<file path="config.mk">
export PLATFORM = sky130hd
export DESIGN_NAME = uart_rx
export DESIGN_NICKNAME = d
export VERILOG_FILES = /design/src/rtl/xoro_pkg.sv /design/src/rtl/uart_rx_fifo.sv /design/src/rtl/uart_rx.sv
export SDC_FILE = /design/constraint.sdc
export NUM_CORES = 1
export LEC_CHECK = 0
export CELL_PAD_IN_SITES_DETAIL_PLACEMENT = 1
export CELL_PAD_IN_SITES_GLOBAL_PLACEMENT = 2
export CORE_UTILIZATION = 41
export DETAILED_ROUTE_END_ITERATION = 10
export PLACE_DENSITY_LB_ADDON = 0.2
export SKIP_CTS_REPAIR_TIMING = 1
export SLEW_MARGIN = 40
export SYNTH_ARGS = -nofsm -noshare
export SYNTH_HDL_FRONTEND = slang
export SYNTH_SLANG_ARGS = --single-unit
</file>
<file path="constraint.sdc">
create_clock -name clk -period 5.2 [get_ports clk]
set_input_delay 1.04 -clock clk [delete_from_list [all_inputs] [get_ports clk]]
set_output_delay 1.04 -clock clk [all_outputs]
set_load 0.02 [all_outputs]
</file>
<file path="src/rtl/xoro_pkg.sv">
// Shared register map and field layout for the UART receive peripheral.
package xoro_pkg;

    localparam int unsigned DATA_W = 8;

    // Register byte offsets; only address bit 2 is decoded.
    localparam logic [31:0] UART_RX_DATA     = 32'h0000_0000;
    localparam logic [31:0] UART_RX_STATUS   = 32'h0000_0004;
    localparam int unsigned UART_RX_ADDR_BIT = 2;

    // STATUS register bit indices.
    localparam int unsigned STAT_AVAIL   = 0;
    localparam int unsigned STAT_OVERRUN = 1;
    localparam int unsigned STAT_FRAMING = 2;

    // STATUS payload, MSB first so that it packs to {FRAMING, OVERRUN, AVAIL}.
    typedef struct packed {
        logic framing;
        logic overrun;
        logic avail;
    } uart_rx_status_t;

endpackage

</file>
<file path="src/rtl/uart_rx_fifo.sv">
// Byte FIFO for received characters; push is dropped when full unless a pop shares the cycle.
module uart_rx_fifo
    import xoro_pkg::*;
#(
    parameter int unsigned DEPTH = 16
) (
    input  logic              clk,
    input  logic              reset,
    input  logic              push,
    input  logic [DATA_W-1:0] din,
    input  logic              pop,
    output logic [DATA_W-1:0] dout,
    output logic              empty,
    output logic              full
);

    localparam int unsigned AW = (DEPTH > 1) ? $clog2(DEPTH) : 1;
    localparam int unsigned CW = AW + 1;

    logic [DATA_W-1:0] mem_q [DEPTH];
    logic [AW-1:0]     wr_q, wr_d;
    logic [AW-1:0]     rd_q, rd_d;
    logic [CW-1:0]     cnt_q, cnt_d;
    logic              do_push;
    logic              do_pop;

    assign empty = (cnt_q == '0);
    assign full  = (cnt_q == CW'(DEPTH));
    assign dout  = mem_q[rd_q];

    // Pointer and occupancy update; pointers wrap naturally at a power-of-two depth.
    always_comb begin
        do_pop  = pop && !empty;
        do_push = push && (!full || do_pop);
        wr_d    = wr_q;
        rd_d    = rd_q;
        cnt_d   = cnt_q;
        if (do_push) wr_d = wr_q + AW'(1);
        if (do_pop)  rd_d = rd_q + AW'(1);
        case ({do_push, do_pop})
            2'b10:   cnt_d = cnt_q + CW'(1);
            2'b01:   cnt_d = cnt_q - CW'(1);
            default: cnt_d = cnt_q;
        endcase
    end

    // Pointer and count registers.
    always_ff @(posedge clk) begin
        if (reset) begin
            wr_q  <= '0;
            rd_q  <= '0;
            cnt_q <= '0;
        end else begin
            wr_q  <= wr_d;
            rd_q  <= rd_d;
            cnt_q <= cnt_d;
        end
    end

    // Storage array; contents need no reset.
    always_ff @(posedge clk) begin
        if (do_push) mem_q[wr_q] <= din;
    end

endmodule

</file>
<file path="src/rtl/uart_rx.sv">
// Memory-mapped UART receiver: 8N1 deserialiser feeding a byte FIFO with sticky error flags.
module uart_rx
    import xoro_pkg::*;
#(
    parameter int unsigned CLK_HZ     = 50000000,
    parameter int unsigned BAUD       = 115200,
    parameter int unsigned FIFO_DEPTH = 16
) (
    input  logic        clk,
    input  logic        reset,
    input  logic        enable,
    input  logic        mem_valid,
    output logic        mem_ready,
    input  logic        mem_instr,
    input  logic [31:0] mem_addr,
    input  logic [3:0]  mem_wstrb,
    input  logic [31:0] mem_wdata,
    output logic [31:0] mem_rdata,
    input  logic        serialIn,
    output logic        rx_avail
);

    localparam int unsigned DIV   = CLK_HZ / BAUD;
    localparam int unsigned HALF  = DIV / 2;
    localparam int unsigned CNT_W = $clog2(DIV + 1);

    typedef enum logic [1:0] {
        ST_IDLE,
        ST_START,
        ST_DATA,
        ST_STOP
    } state_t;

    state_t            state_q, state_d;
    logic [CNT_W-1:0]  cnt_q, cnt_d;
    logic [2:0]        bit_q, bit_d;
    logic [DATA_W-1:0] shift_q, shift_d;
    logic              sync1_q, sync2_q;
    logic              framing_q, framing_d;
    logic              overrun_q, overrun_d;
    logic              ready_q, ready_d;
    logic [31:0]       rdata_q, rdata_d;
    logic              pop_pend_q, pop_pend_d;

    logic              rx;
    logic              push_c;
    logic              frame_err_c;
    logic              req_c;
    logic              is_status;
    logic              is_write;
    logic [DATA_W-1:0] fifo_dout;
    logic              fifo_empty;
    logic              fifo_full;
    uart_rx_status_t   status;
    logic              unused_ok;

    assign unused_ok = ^{mem_instr, mem_addr[31:3], mem_addr[1:0], mem_wdata[31:3], mem_wdata[0]};

    assign rx        = sync2_q;
    assign mem_ready = ready_q;
    assign mem_rdata = enable ? rdata_q : 32'h0;
    assign rx_avail  = !fifo_empty;

    // Line synchroniser, parked at the idle level on reset.
    always_ff @(posedge clk) begin
        if (reset) begin
            sync1_q <= 1'b1;
            sync2_q <= 1'b1;
        end else begin
            sync1_q <= serialIn;
            sync2_q <= sync1_q;
        end
    end

    // Receive FSM: half-bit start qualification, then centre sampling of data and stop bits.
    always_comb begin
        state_d     = state_q;
        cnt_d       = cnt_q;
        bit_d       = bit_q;
        shift_d     = shift_q;
        push_c      = 1'b0;
        frame_err_c = 1'b0;
        case (state_q)
            ST_IDLE: begin
                if (!rx) begin
                    state_d = ST_START;
                    cnt_d   = CNT_W'(HALF - 1);
                end
            end
            ST_START: begin
                if (cnt_q != '0) begin
                    cnt_d = cnt_q - CNT_W'(1);
                end else if (!rx) begin
                    state_d = ST_DATA;
                    cnt_d   = CNT_W'(DIV - 1);
                    bit_d   = 3'd0;
                end else begin
                    state_d = ST_IDLE;
                end
            end
            ST_DATA: begin
                if (cnt_q != '0) begin
                    cnt_d = cnt_q - CNT_W'(1);
                end else begin
                    shift_d = {rx, shift_q[DATA_W-1:1]};
                    cnt_d   = CNT_W'(DIV - 1);
                    if (bit_q == 3'd7) state_d = ST_STOP;
                    else               bit_d   = bit_q + 3'd1;
                end
            end
            ST_STOP: begin
                if (cnt_q != '0) begin
                    cnt_d = cnt_q - CNT_W'(1);
                end else begin
                    push_c      = rx;
                    frame_err_c = !rx;
                    state_d     = ST_IDLE;
                end
            end
            default: state_d = ST_IDLE;
        endcase
    end

    // Bus decode: register read data and pop intent at request, pop in the ready cycle.
    always_comb begin
        req_c          = mem_valid && enable && !ready_q;
        is_status      = mem_addr[UART_RX_ADDR_BIT];
        is_write       = |mem_wstrb;
        status.framing = framing_q;
        status.overrun = overrun_q;
        status.avail   = !fifo_empty;
        ready_d        = req_c;
        rdata_d        = 32'h0;
        pop_pend_d     = 1'b0;
        framing_d      = framing_q;
        overrun_d      = overrun_q;
        if (req_c && !is_write) begin
            if (is_status) begin
                rdata_d = 32'(status);
            end else if (!fifo_empty) begin
                rdata_d    = {24'h0, fifo_dout};
                pop_pend_d = 1'b1;
            end
        end
        if (req_c && is_write && is_status) begin
            if (mem_wdata[STAT_FRAMING]) framing_d = 1'b0;
            if (mem_wdata[STAT_OVERRUN]) overrun_d = 1'b0;
        end
        if (frame_err_c)                         framing_d = 1'b1;
        if (push_c && fifo_full && !pop_pend_q)  overrun_d = 1'b1;
    end

    // State, datapath and bus registers.
    always_ff @(posedge clk) begin
        if (reset) begin
            state_q    <= ST_IDLE;
            cnt_q      <= '0;
            bit_q      <= '0;
            shift_q    <= '0;
            framing_q  <= 1'b0;
            overrun_q  <= 1'b0;
            ready_q    <= 1'b0;
            rdata_q    <= 32'h0;
            pop_pend_q <= 1'b0;
        end else begin
            state_q    <= state_d;
            cnt_q      <= cnt_d;
            bit_q      <= bit_d;
            shift_q    <= shift_d;
            framing_q  <= framing_d;
            overrun_q  <= overrun_d;
            ready_q    <= ready_d;
            rdata_q    <= rdata_d;
            pop_pend_q <= pop_pend_d;
        end
    end

    uart_rx_fifo #(
        .DEPTH (FIFO_DEPTH)
    ) u_fifo (
        .clk   (clk),
        .reset (reset),
        .push  (push_c),
        .din   (shift_q),
        .pop   (pop_pend_q),
        .dout  (fifo_dout),
        .empty (fifo_empty),
        .full  (fifo_full)
    );

endmodule
</file>
==> impl_metrics.yaml, run 1 <==
status:
  outcome: "finished with violations"
  violations: "design-rule violations"
clocking:
  htree_levels: 4
  clock_path_buffers: 2
  clk_latency_ns: 0.43
  cts_tree: "built"
  cts_buffers: 17
  clock_sinks: 181
  cts-root-buf: "clkbuf_16"
  clkSlewWorstSetupHoldPaths_ns: 0.07
setup_path:
  path_buf_inv: 2
  crit_path_max_incr_delay_ns: 0.63
  crit_cells: 3
  crit_required_ns: 4.16
  crit_top_cell: "clkdlybuf4s50_1"
  critPathCaptureType: "output port"
  path_max_fanout: 9
  crit_path_start_kind: "input port"
  worstPathCellList: "clkdlybuf4s50_1, and2_1, clkdlybuf4s50_1"
  worst-setup-path-type: "input port to output port"
  worstPathArrival_ns: 2.47
  reg2regPathDepth: 5
  crit_slowest_cell: "clkdlybuf4s50_1"
  crit_family: "buffers and inverters"
floorplanning:
  rows: 49
  fp.dieArea_sq_um: 19400
  ios: 108
  die_y_um: 139
  start_util: 0.423
  die_x_um: 139
  core_area_sq_um: 18200
synthesis:
  synth_cell_type_count: 59
  synthesis.area_sq_um: 7710
  avgSynthCellArea_sq_um: 14.4
  ys_warn_count: 0
  yosysTopAreaCell: "edfxtp_1"
  ys_ff_latch: 181
  netlist_top_cells_area: "edfxtp_1, dfxtp_1, mux4_2, buf_4, ha_1"
  ys_seq_area_frac: 0.636
  synth_top_area_frac: 0.499
  netlist_instances: 536
  postSynth.asyncResetShare: 0
  synth_edf_count: 128
  ys.flop_type: "edfxtp_1"
min_path:
  whs_path_depth: 1
  hp-class: "flip-flop to flip-flop"
detailed_routing:
  vias: 4297
  detail_route.first_pass.iterations: 7
  final_antenna_net_count: 0
  drt_wl_total_um: 16000
  vias_per_cell: 5.42
  wire_per_inst_um: 20.2
  drc: 9
  first_iter_violations: 239
final_layout:
  area_growth_pct: 12.1
  nNetsFinal: 640
  utilization: 0.474
  drive_gt1_frac: 0.183
  antenna_cells: 0
global_routing:
  grt_pass1_wl_um: 24800
  track_usage: 0.175
  grt.overflow.total: 0
  grt_start_max_net_pins: 44
  antenna_found_initial: 0
  grt_pass1_vias: 4417
pwr:
  ir_worst_vdd_mv: 0.226
  leakagePower_nw: 2.79
  powerDensity_nw_per_um2: 345
timing:
  fin_setup_tns_ns: 0
  grt_setup_unrepaired: "no"
  slew_viol_final: 0
  worst_pin_slew_ns: 0.790
  timing.final.crit_share: 0.675
  hold_viol_final: 0
  finClkSkew_ns: 0.0111
  max_slew_margin: 0.473
  setup_viol: 0
  fmax_ghz: 0.285
  min_period_ns: 3.51
placement:
  gp_congestion: 0.738
  portBuffers: 21
  dpl.hpwl_um: 10500
job:
  maxCapViolations: 0
-- logic make-up after synthesis --
family | after synthesis | share of synthesized area
compound gates | 70 | 0.0656
xor+xnor | 10 | 0.0114
fa+ha+maj | 15 | 0.0244
buf+inv | 67 | 0.0482
flops | 181 | 0.636
mux | 44 | 0.116
other cells | 1 | 0.000487
simple gates | 148 | 0.0977
-- worst reg2reg max path, delay by kind of cell, from the launching register on --
kind | cells | cell delay [ns]
flip-flops | 1 | 0.39
adder cells (fa/ha/maj) | 1 | 0.39
AND/OR/NAND/NOR | 3 | 1.30
AO/OA/AOI/OAI | 1 | 0.82
-- metal layers --
layer	global-route usage	wire (um)
met1	0.224	7400
met2	0.293	7990
met3	0.0439	466
met4	0.0561	170
met5	0	0
-- state kept, by name, summed over array words and instances (netlist names), named ones only --
name,count
u_fifo.cnt_q,5
rdata_q,8
u_fifo.wr_q,4
u_fifo.mem_q,128
state_q,1
rx,1
mem_ready,1
u_fifo.rd_q,4
overrun_q,1
shift_q,8
cnt_q,9
pop_pend_q,1
sync1_q,1
bit_q,3
framing_q,1
-- cells in the mapped netlist (9+ instances only) --
library cell	n
ha_1	15
a211oi_1	12
nor3_1	19
inv_1	16
and2_1	9
edfxtp_1	128
buf_4	25
nand2_1	24
dfxtp_1	53
nor2_1	40
nand3_1	18
mux4_2	35
clkbuf_1	14
a21oi_1	26
-- layout by cell type, fill, tap and decap left out, types with 15 or more instances in the layout --
cell type,Yosys,layout
nor3_1,19,15
conb_1,1,24
clkdlybuf4s50_1,0,21
ha_1,15,15
clkbuf_16,0,18
dfxtp_1,53,51
nand2_1,24,24
inv_1,16,16
edfxtp_1,128,128
mux4_2,35,35
nand3_1,18,18
a21oi_1,26,26
nor2_1,40,28
-- path summary, 6_finish.rpt --
| kind | from | to | slack [ns] |
|---|---|---|---|
| setup / recovery | enable | mem_rdata[1] | 1.69 |
| hold / removal | sync1_q | rx | 0.42 |
| setup reg to reg | flip-flop | u_fifo.mem_q[7][6] | 1.94 |
| hold reg to reg | sync1_q | rx | 0.42 |
-- where the power goes --
group          total [mW]  internal [mW]  leakage [nW]  switching [mW]
registers            1.55           1.54          1.62          0.0136
logic               0.241         0.0768         0.908           0.165
clock network        1.19          0.657         0.269           0.529
total                2.98           2.27          2.79           0.707
-- cell type report --
class	instances	area [sq um]
fillers	1816	9570
flip-flops and latches	181	4910
multi-input cells	311	2600
clock buffers	21	475
well taps	229	287
repair buffers	24	233
clock inverters	11	73.8
inverters	16	60.1
-- per-stage QoR --
step	area, sq um	worst slack (ns)	instances	hold WS [ns]	power (mW)
2_1_floorplan	7790	2.47	559	0.389	1.78
3_3_place_gp	8020	1.70	761	0.398	1.81
3_5_place_dp	8070	1.65	761	0.403	1.82
4_1_cts	8620	1.65	793	0.424	3.01
5_1_grt	8640	1.63	793	0.437	3.08
6_report	8640	1.69	793	0.419	2.98
No activity file was read; power rests on OpenSTA's default activity.
==> run 2: changes to the inputs <==
- CORE_UTILIZATION: 41 -> 38
- clock period: 5.2 -> 3.4 ns (I/O delays scaled with it)
==> run 2 against run 1 <==
Against the previous run:
- global-route usage fell by 0.68 points
- non-clock buffer count rose by 23
- final area rose by 1.4%
- critical endpoint is now u_fifo.cnt_q[4]
- the flow now finishes without violations
==> impl_metrics.yaml, run 2 (synthesis gave the netlist of run 1 again) <==
placement:
  gp_congestion: 0.738
  dp.cells: 820
  portBuffers: 21
  dpl.hpwl_um: 11000
  dp_slack_ns: 0.469
timing:
  timing.final.crit_share: 0.865
  grt_setup_unrepaired: "no"
  max_slew_margin: 0.508
  hold_viol_final: 0
  finClkSkew_ns: 0.00873
  fin_setup_tns_ns: 0
  min_period_ns: 2.94
  setup_viol: 0
  slew_viol_final: 0
  setup_ws_ns: 0.460
  worst_pin_slew_ns: 0.737
  fmax_ghz: 0.340
final_layout:
  instances_no_fill: 852
  largest_reg_flops: 128
  nNetsFinal: 663
  final_common_cell: "edfxtp_1"
  nFillCells: 2026
  area_growth_pct: 13.7
  largestRegisters: "u_fifo.mem_q x128, cnt_q x9"
  drive_gt1_frac: 0.181
  final_cell_mix: "edfxtp_1, dfxtp_1, nor2_1"
  top_register: "u_fifo.mem_q"
  antenna_cells: 0
setup_path:
  r2r-end: "u_fifo.cnt_q[4]"
  worst-setup-path-type: "flip-flop to flip-flop"
  r2r-start: "cnt_q[0]"
  path_max_fanout: 13
  r2r_setup_slack_ns: 0.46
  reg2regPathDepth: 12
  worstPathArrival_ns: 3.29
  crit_required_ns: 3.75
  crit_start: "cnt_q[0]"
  critPathCaptureType: "flip-flop"
  crit_path_start_kind: "flip-flop"
global_routing:
  grt_start_max_net_pins: 43
  grt_pass1_wl_um: 25500
  grt.overflow.total: 0
  antenna_found_initial: 0
  grt_pass1_vias: 4457
  track_usage: 0.168
detailed_routing:
  detail_route.first_pass.iterations: 4
  first_iter_violations: 202
  drc: 0
  final_antenna_net_count: 0
  vias_per_cell: 5.09
  wire_per_inst_um: 18.8
  vias: 4337
  drt_wl_total_um: 16000
clocking:
  clock_path_buffers: 2
  htree_levels: 4
  cts-root-buf: "clkbuf_16"
  clock_sinks: 181
  cts_buffers: 17
  clkSlewWorstSetupHoldPaths_ns: 0.07
  cts_tree: "built"
  clk_latency_ns: 0.42
floorplanning:
  die_y_um: 144
  ios: 108
  start_util: 0.392
  die_x_um: 144
  rows: 51
  fp.dieArea_sq_um: 20900
  core_area_sq_um: 19700
pwr:
  ir_worst_vdd_mv: 0.344
  leakagePower_nw: 2.90
  powerDensity_nw_per_um2: 519
job:
  maxCapViolations: 0
status:
  outcome: "complete, no violations"
min_path:
  min_from: "sync1_q"
  whs_endpoint: "rx"
  hp-class: "flip-flop to flip-flop"
  whs_path_depth: 1
[run 2: cell count changes in the layout (fill, tap and decap cells not counted), moves of 2 or more]
cell and change:
nor3_1 +4, clkbuf_1 +2, clkinv_4 +2, nor2_2 -12, inv_4 -3, clkinv_2 -3
nor3_4 -5, nor2_1 +12, clkinvlp_4 +2, buf_4 +23
[run 2: layout make-up]
| cell class | count | area [sq um] | area share |
|---|---|---|---|
| timing repair buffer | 47 | 405 | 0.0463 |
| inverter | 16 | 60.1 | 0.00686 |
| tap | 265 | 332 | 0.0378 |
| sequential | 181 | 4910 | 0.560 |
| clock inverter | 10 | 76.3 | 0.00871 |
| clock buffer | 22 | 464 | 0.0530 |
| multi-input combinational | 311 | 2520 | 0.287 |
[run 2: worst max-delay path, cell delays in order, from the launching register on]
cell and delay [ns]:
dfxtp_1 0.35, inv_1 0.08, ha_1 0.20, or3b_4 0.51
nor3_1 0.29, nor2_1 0.13, xor2_1 0.16, ha_1 0.23
or3_1 0.31, a21oi_1 0.16, nand3_1 0.11, and3b_1 0.18
nor3_1 0.14
[run 2: worst max path at each step]
stage	endpoint	slack [ns]	depth (start not counted)
after floorplan	u_fifo.cnt_q[4]	0.67	13
after global placement	mem_rdata[2]	0.53	3
after detailed placement	u_fifo.cnt_q[4]	0.47	12
after CTS	u_fifo.cnt_q[4]	0.44	12
after global routing	u_fifo.cnt_q[4]	0.22	12
final	u_fifo.cnt_q[4]	0.46	12
[run 2: report_power, final]
part / internal (mW) / switching, mW / total, mW
registers: 2.35 / 0.0208 / 2.37
clock network: 0.976 / 0.813 / 1.79
logic: 0.130 / 0.254 / 0.384
total: 3.46 / 1.09 / 4.54
[run 2: per-layer routing]
layer | routed length (um) | part of all wire | vias to the layer above | global-route usage
li1 | - | - | 2046 | -
met1 | 7560 | 0.47 | 2213 | 0.223
met2 | 7900 | 0.49 | 57 | 0.277
met3 | 331 | 0.021 | 21 | 0.0258
met4 | 240 | 0.015 | 0 | 0.0665
met5 | 0 | 0 | - | 0
[run 2: per-stage QoR]
step                utilization  hold WS, ns  power (mW)  instance area (sq um)
floorplan                     -        0.389        2.73                   7790
global placement          0.418        0.392        2.79                   8220
detailed placement        0.418        0.402        2.80                   8220
CTS                       0.446        0.417        4.59                   8760
global route              0.446        0.432        4.72                   8760
finish                    0.446        0.410        4.54                   8760
==> run 3: changes to the inputs <==
- PLACE_DENSITY_LB_ADDON: 0.2 -> 0.1
==> run 3 against run 2 <==
Against the previous run:
- core utilization is 0.36 points higher
- hold slack hardly changed
- die area stayed put
- via count is 1.9% higher
- global-route usage is 0.78 points higher
- first-iteration DRC count is 2.0% higher
- setup slack worse by 0.088 ns
- largest cell class unchanged
- largest power group unchanged
==> impl_metrics.yaml, run 3 (synthesis gave the netlist of run 1 again) <==
timing:
  fin_setup_tns_ns: 0
  finClkSkew_ns: 0.0112
  grt_setup_unrepaired: "no"
  worst_pin_slew_ns: 0.731
  fmax_ghz: 0.330
  min_period_ns: 3.03
  hold_viol_final: 0
  slew_viol_final: 0
  timing.final.crit_share: 0.890
  setup_viol: 0
  setup_ws_ns: 0.372
  max_slew_margin: 0.512
  timing.hold.ws_ns: 0.410
final_layout:
  top_register: "u_fifo.mem_q"
  largest_reg_flops: 128
  nNetsFinal: 663
  area_growth_pct: 14.6
  drive_gt1_frac: 0.181
  final_cell_mix: "edfxtp_1, dfxtp_1, nor2_1"
  utilization: 0.449
  final_common_cell: "edfxtp_1"
  instances_no_fill: 852
  largestRegisters: "u_fifo.mem_q x128, cnt_q x9"
  antenna_cells: 0
  postLayoutCellArea_sq_um: 8830
global_routing:
  grt.overflow.total: 0
  grt_start_max_net_pins: 43
  track_usage: 0.176
  antenna_found_initial: 0
  grt_pass1_vias: 4609
  grt_pass1_wl_um: 26300
detailed_routing:
  drc: 0
  detail_route.first_pass.iterations: 4
  vias: 4421
  drt_wl_total_um: 16700
  vias_per_cell: 5.19
  final_antenna_net_count: 0
  wire_per_inst_um: 19.5
  first_iter_violations: 206
placement:
  dp_slack_ns: 0.428
  gp_congestion: 0.758
  dp.cells: 820
  dpl.hpwl_um: 11000
  dpl_cell_area_sq_um: 8230
  portBuffers: 21
pwr:
  powerDensity_nw_per_um2: 539
  leakagePower_nw: 2.95
  power.total_mw: 4.76
  ir_worst_vdd_mv: 0.326
floorplanning:
  start_util: 0.392
  die_x_um: 144
  fp.dieArea_sq_um: 20900
  ios: 108
  core_area_sq_um: 19700
  die_y_um: 144
  rows: 51
min_path:
  whs_endpoint: "rx"
  hp-class: "flip-flop to flip-flop"
  min_from: "sync1_q"
  whs_path_depth: 1
clocking:
  clock_sinks: 181
  clkSlewWorstSetupHoldPaths_ns: 0.07
  cts_buffers: 17
  htree_levels: 4
  cts-root-buf: "clkbuf_16"
  clock_path_buffers: 2
  clk_latency_ns: 0.43
  cts_tree: "built"
setup_path:
  crit_cells: 12
  r2r_setup_slack_ns: 0.37
  path_max_fanout: 6
  crit_path_max_incr_delay_ns: 0.43
  r2r-end: "u_fifo.cnt_q[4]"
  critPathCaptureType: "flip-flop"
  crit_slowest_cell: "nor3_1"
  crit_required_ns: 3.75
  worstPathArrival_ns: 3.37
  crit_family: "simple AND/OR/NAND/NOR gates"
  reg2regPathDepth: 12
  worst-setup-path-type: "flip-flop to flip-flop"
  path_buf_inv: 1
  worstPathCellList: "inv_1, ha_1, or3b_4, nor3_1, nor2_1, xor2_1, ha_1, or3_1, a21oi_1, nand3_1, and3b_1, nor3_1"
  crit_path_start_kind: "flip-flop"
  r2r-start: "cnt_q[0]"
job:
  maxCapViolations: 0
status:
  outcome: "complete, no violations"
run 3: how the worst max path moves through the flow:
stage / from / end
floorplan: cnt_q[0] / u_fifo.cnt_q[4]
global placement: cnt_q[0] / u_fifo.cnt_q[4]
detailed placement: cnt_q[0] / u_fifo.cnt_q[4]
CTS: cnt_q[0] / u_fifo.cnt_q[4]
global route: cnt_q[0] / u_fifo.cnt_q[4]
finish: cnt_q[0] / u_fifo.cnt_q[4]
run 3: power breakdown:
| part | switching [mW] | internal, mW | leakage (nW) |
|---|---|---|---|
| Combinational | 0.255 | 0.134 | 1.04 |
| Clock | 0.823 | 1.18 | 0.294 |
| Sequential | 0.0217 | 2.35 | 1.61 |
run 3: cell type report:
class,count,area (sq um)
Clock buffer,20,447
Multi-Input combinational cell,311,2520
Timing Repair Buffer,47,418
Sequential cell,181,4910
Clock inverter,12,151
Inverter,16,60.1
Fill cell,2025,10800
Tap cell,265,332
run 3: per-layer routing:
metal / track usage / vias to the layer above / routed length [um]
met5: 0 / - / 0
met4: 0.0482 / 0 / 93
met3: 0.0411 / 8 / 493
met2: 0.286 / 68 / 8060
met1: 0.237 / 2295 / 8010
li1: - / 2050 / -
